## config.mk

```make
export PLATFORM = sky130hd
export DESIGN_NAME = sprite_ram_wr_arb
export DESIGN_NICKNAME = d
export VERILOG_FILES = /design/src/rtl/sprite_ram_wr_arb.sv
export SDC_FILE = /design/constraint.sdc
export NUM_CORES = 1
export LEC_CHECK = 0
export ABC_AREA = 1
export CAP_MARGIN = 20
export CORE_MARGIN = 4
export CORE_UTILIZATION = 42
export CTS_BUF_LIST = sky130_fd_sc_hd__clkbuf_16
export CTS_CLUSTER_SIZE = 25
export DETAILED_ROUTE_END_ITERATION = 16
export GPL_ROUTABILITY_DRIVEN = 1
export GPL_TIMING_DRIVEN = 0
export PLACE_DENSITY = 0.8
export SLEW_MARGIN = 30
export SYNTH_ARGS = -nofsm -noshare
export SYNTH_HDL_FRONTEND = slang
export SYNTH_SLANG_ARGS = --single-unit
```

## constraint.sdc

```tcl
create_clock -name clk -period 1.5 [get_ports clk]
set_input_delay 0.45 -clock clk [delete_from_list [all_inputs] [get_ports clk]]
set_output_delay 0.45 -clock clk [all_outputs]
set_load 0.01 [all_outputs]
```

## src/rtl/sprite_ram_wr_arb.sv

```systemverilog
`default_nettype none
// sprite_ram_wr_arb: round-robin CPU/loader write arbiter for the sprite RAM plus sprite control registers.
// Optional macro SPRITE_ARB_SHADOW_EN: register writes go to staging and apply after frame_start.
module sprite_ram_wr_arb #(
  parameter int RGB_SIZE      = 12,
  parameter int SPRITE_RAM_AW = 12
) (
  input  logic                     clk,
  input  logic                     rst,
  input  logic                     cpu_req,
  input  logic [SPRITE_RAM_AW-1:0] cpu_addr,
  input  logic [RGB_SIZE-1:0]      cpu_data,
  output logic                     cpu_ack,
  input  logic                     ld_req,
  input  logic [SPRITE_RAM_AW-1:0] ld_addr,
  input  logic [RGB_SIZE-1:0]      ld_data,
  output logic                     ld_ack,
  input  logic                     reg_we,
  input  logic [1:0]               reg_addr,
  input  logic [31:0]              reg_wdata,
  input  logic                     frame_start,
  output logic [31:0]              x0,
  output logic [31:0]              y0,
  output logic [31:0]              sprite_rate,
  output logic                     sprite_vld,
  output logic                     sprite_ram_we,
  output logic [SPRITE_RAM_AW-1:0] sprite_ram_addr_w,
  output logic [RGB_SIZE-1:0]      sprite_ram_din
);

  logic                     last_ld_q;
  logic                     last_ld_d;
  logic                     grant_cpu;
  logic                     grant_ld;
  logic                     we_q;
  logic [SPRITE_RAM_AW-1:0] addr_q;
  logic [RGB_SIZE-1:0]      din_q;
  logic [31:0]              x0_q;
  logic [31:0]              y0_q;
  logic [31:0]              rate_q;
  logic                     vld_q;

  // On contention the requester that did not win last time gets the slot.
  always_comb begin
    grant_cpu = !rst && cpu_req && (!ld_req || last_ld_q);
    grant_ld  = !rst && ld_req && !(cpu_req && last_ld_q);
    last_ld_d = last_ld_q;
    if (grant_cpu) begin
      last_ld_d = 1'b0;
    end else if (grant_ld) begin
      last_ld_d = 1'b1;
    end
  end

  assign cpu_ack = grant_cpu;
  assign ld_ack  = grant_ld;

  always_ff @(posedge clk) begin
    if (rst) begin
      we_q      <= 1'b0;
      addr_q    <= '0;
      din_q     <= '0;
      last_ld_q <= 1'b1;
    end else begin
      we_q      <= grant_cpu | grant_ld;
      last_ld_q <= last_ld_d;
      if (grant_cpu) begin
        addr_q <= cpu_addr;
        din_q  <= cpu_data;
      end else if (grant_ld) begin
        addr_q <= ld_addr;
        din_q  <= ld_data;
      end
    end
  end

`ifdef SPRITE_ARB_SHADOW_EN
  logic [31:0] stg_x0_q;
  logic [31:0] stg_y0_q;
  logic [31:0] stg_rate_q;
  logic        stg_vld_q;

  // Outputs copy the staging contents as they stood before any same-cycle write.
  always_ff @(posedge clk) begin
    if (rst) begin
      stg_x0_q   <= '0;
      stg_y0_q   <= '0;
      stg_rate_q <= '0;
      stg_vld_q  <= 1'b0;
      x0_q       <= '0;
      y0_q       <= '0;
      rate_q     <= '0;
      vld_q      <= 1'b0;
    end else begin
      if (frame_start) begin
        x0_q   <= stg_x0_q;
        y0_q   <= stg_y0_q;
        rate_q <= stg_rate_q;
        vld_q  <= stg_vld_q;
      end
      if (reg_we) begin
        case (reg_addr)
          2'd0:    stg_x0_q   <= reg_wdata;
          2'd1:    stg_y0_q   <= reg_wdata;
          2'd2:    stg_rate_q <= reg_wdata;
          default: stg_vld_q  <= reg_wdata[0];
        endcase
      end
    end
  end
`else
  logic unused_frame_start;
  assign unused_frame_start = frame_start;

  always_ff @(posedge clk) begin
    if (rst) begin
      x0_q   <= '0;
      y0_q   <= '0;
      rate_q <= '0;
      vld_q  <= 1'b0;
    end else if (reg_we) begin
      case (reg_addr)
        2'd0:    x0_q   <= reg_wdata;
        2'd1:    y0_q   <= reg_wdata;
        2'd2:    rate_q <= reg_wdata;
        default: vld_q  <= reg_wdata[0];
      endcase
    end
  end
`endif

  assign x0                = x0_q;
  assign y0                = y0_q;
  assign sprite_rate       = rate_q;
  assign sprite_vld        = vld_q;
  assign sprite_ram_we     = we_q;
  assign sprite_ram_addr_w = addr_q;
  assign sprite_ram_din    = din_q;

endmodule
`default_nettype wire

```

==> metrics.csv <==
metric,value,unit
Worst Path Max Fanout,3,
"antenna viol nets, final",0,
Max-Cap Viols,0,
final worst path period share,102,%
clk sink count,123,
Sequential Power Share,42.8,%
die area,0.0132,mm2
Final GP Congestion,0.911,
via count,5159,
first drt pass iteration count,6,
sequential cell area fraction in the yosys report,51.5,%
H-tree depth,4,
Synth Area per Inst,7.40,um2
Post-Syn Instances,647,
count of different cell masters after synthesis,18,
vias in the first global route,5253,
final cell count without fillers,1033,
CTS Root Cell,clkbuf_16,
number of antenna violations at the first check in global routing,0,
post-layout min period,1.53,ns
Least-Margin Pin Slew,0.498,ns
crit path DAT,1.08,ns
Finished Core Util,68.5,%
setup_tns,-0.0336,ns
Seq. cell area,0.00246,mm2
Hold Slack,0.267,ns
Pwr Density,1110,mW/mm2
# rows,38,
TritonCTS buffer count,17,
unrepaired setup endpoints after global routing,yes,
Avg WL per Cell,15.7,um
Final setup viols,1,
"Reg clk slew, reported paths",0.05,ns
warnings from Yosys,0,
core box area,0.0110,mm2
final net count,968,
Synthesized Nets,735,
Max clock buf depth,2,
min-delay worst type,in2reg,
Startpoint Class,register,
Vias per Instance,4.99,
P_sw,2.20,mW
failing checks,negative setup slack,
clock insertion delay at the later pin of the skew report,0.41,ns
area occupied by multi-input gates,0.00186,mm2
peak supply drop,0.727,mV
largest net degree at the start of global routing,17,
# port buffers,210,
Total GRT Usage,24.7,%
Ports,212,
total grt overflow,0,
Worst Setup End Kind,primary output,
P&R area growth vs syn,57.2,%
Leak,3.51,nW
max-slew violation count,0,
area of the mapped netlist,0.00478,mm2
WL final,16.2,mm
Ant. Diodes,0,
dpl ws,-0.849,ns
fraction of layout cells with a size suffix above 1,10.1,%
status,"finished, violations left",
Logic pwr share,15.0,%
fmax,652,MHz
Final Hold Vio Count,0,
Final WS setup,-0.0336,ns
clk_skew,0.00820,ns
slew margin rel.,66.8,%
Fillers,956,
Clk pwr share,42.2,%
hpwl dp,12.5,mm
"Hold-fix buffers, CTS",0,
Worst Setup Path Type,reg2out,
CTS tree,done,
die width,115,um
Die H,115,um
CP Data Required Time,1.05,ns
DRC viols,0,
DR iter-0 viols,281,
first-pass GRT wire length,25.6,mm
Yosys reg bits,123,
Switching Fraction,26.3,%
Placed Cells,997,
P_int,6.14,mW
Initial Utilization,43.6,%
-- placed cells by master, fill, tap and decap left out, types with 12 or more instances in the layout --
cell type / count
dlygate4sd2_1: 75
clkdlybuf4s50_1: 80
nor2_1: 176
clkbuf_16: 17
clkdlybuf4s15_1: 44
dfxtp_1: 122
a21oi_1: 57
buf_2: 21
o21ai_0: 95
inv_1: 59
nand3_1: 24
nand2_1: 29
o21ai_1: 26
buf_4: 12
-- cell families (layout without fill, tap and decap cells) --
group,count (synthesis),after routing,synth area share [%]
buf+inv,109,355,10.3
simple gates,234,234,19.3
flops,123,123,51.5
compound gates,181,181,19.0
-- registers in the layout, indices dropped and copies added, names as in the netlist --
name	flops
last_ld_q	1
sprite_ram_din	12
sprite_ram_addr_w	12
y0	32
sprite_vld	1
sprite_ram_we	1
x0	32
sprite_rate	32
-- through the flow --
step | cell area [um2] | power [mW]
after CTS | 7440 | 8.35
after floorplan | 4780 | 4.18
after global placement | 7060 | 4.96
after global routing | 7520 | 8.66
final | 7520 | 8.34
after detailed placement | 7060 | 4.99
-- critical path, stage by stage, from the launching register on --
cell and delay (ns):
dfxtp_2 0.34, inv_2 0.05, a21oi_2 0.14, buf_2 0.16
-- cell type report --
cell class	instances	share of cell area [%]
well taps	140	2.33
plain buffers	46	3.51
repair buffers	214	26.8
clock buffers	17	5.66
clock inverters	15	1.16
flip-flops and latches	123	32.8
multi-input cells	415	24.7
inverters	63	3.14
-- power by group through the flow --
stage	Clock [mW]	Sequential, mW	Combinational [mW]
after global placement	0	3.63	1.33
after detailed placement	0	3.64	1.36
after CTS	3.55	3.57	1.24
after floorplan	0	3.72	0.465
final	3.51	3.57	1.25
after global routing	3.69	3.59	1.38
-- cells in the mapped netlist --
| library cell | n | area share (%) |
|---|---|---|
| buf_4 | 8 | 1.3 |
| nand3_2 | 1 | 0.21 |
| buf_2 | 21 | 2.2 |
| nor2_2 | 2 | 0.26 |
| o21ai_0 | 96 | 10 |
| buf_6 | 3 | 0.71 |
| inv_2 | 6 | 0.47 |
| clkbuf_2 | 2 | 0.21 |
| nand3_1 | 25 | 2.6 |
| o211ai_1 | 1 | 0.16 |
| nand4_1 | 1 | 0.13 |
| nand2_1 | 29 | 2.3 |
| clkbuf_1 | 12 | 0.94 |
| dfxtp_1 | 123 | 51 |
| a21oi_1 | 59 | 6.2 |
| o21ai_1 | 25 | 2.6 |
| nor2_1 | 176 | 14 |
| inv_1 | 57 | 4.5 |
-- what timing repair did --
action,4_1_cts,5_1_grt
pin swaps,0,1
resized for setup,146,65
buffers inserted,3,1
endpoints found under the setup margin,193,140
-- metal layers --
| metal | track usage, % | wire length [um] |
|---|---|---|
| met1 | 27.5 | 6320 |
| met2 | 43.0 | 8010 |
| met3 | 7.53 | 1480 |
| met4 | 11.7 | 426 |
| met5 | 0 | 0 |
-- worst paths after layout --
path	startpoint	to	slack (ns)	depth (start not counted)
hold / removal	rst	sprite_vld	0.27	2
hold reg to reg	sprite_rate[0]	sprite_rate[0]	0.44	2
setup / recovery	last_ld_q	cpu_ack	-0.03	3
setup reg to reg	last_ld_q	sprite_ram_addr_w[8]	0.18	6
No activity file was read; power rests on OpenSTA's default activity.
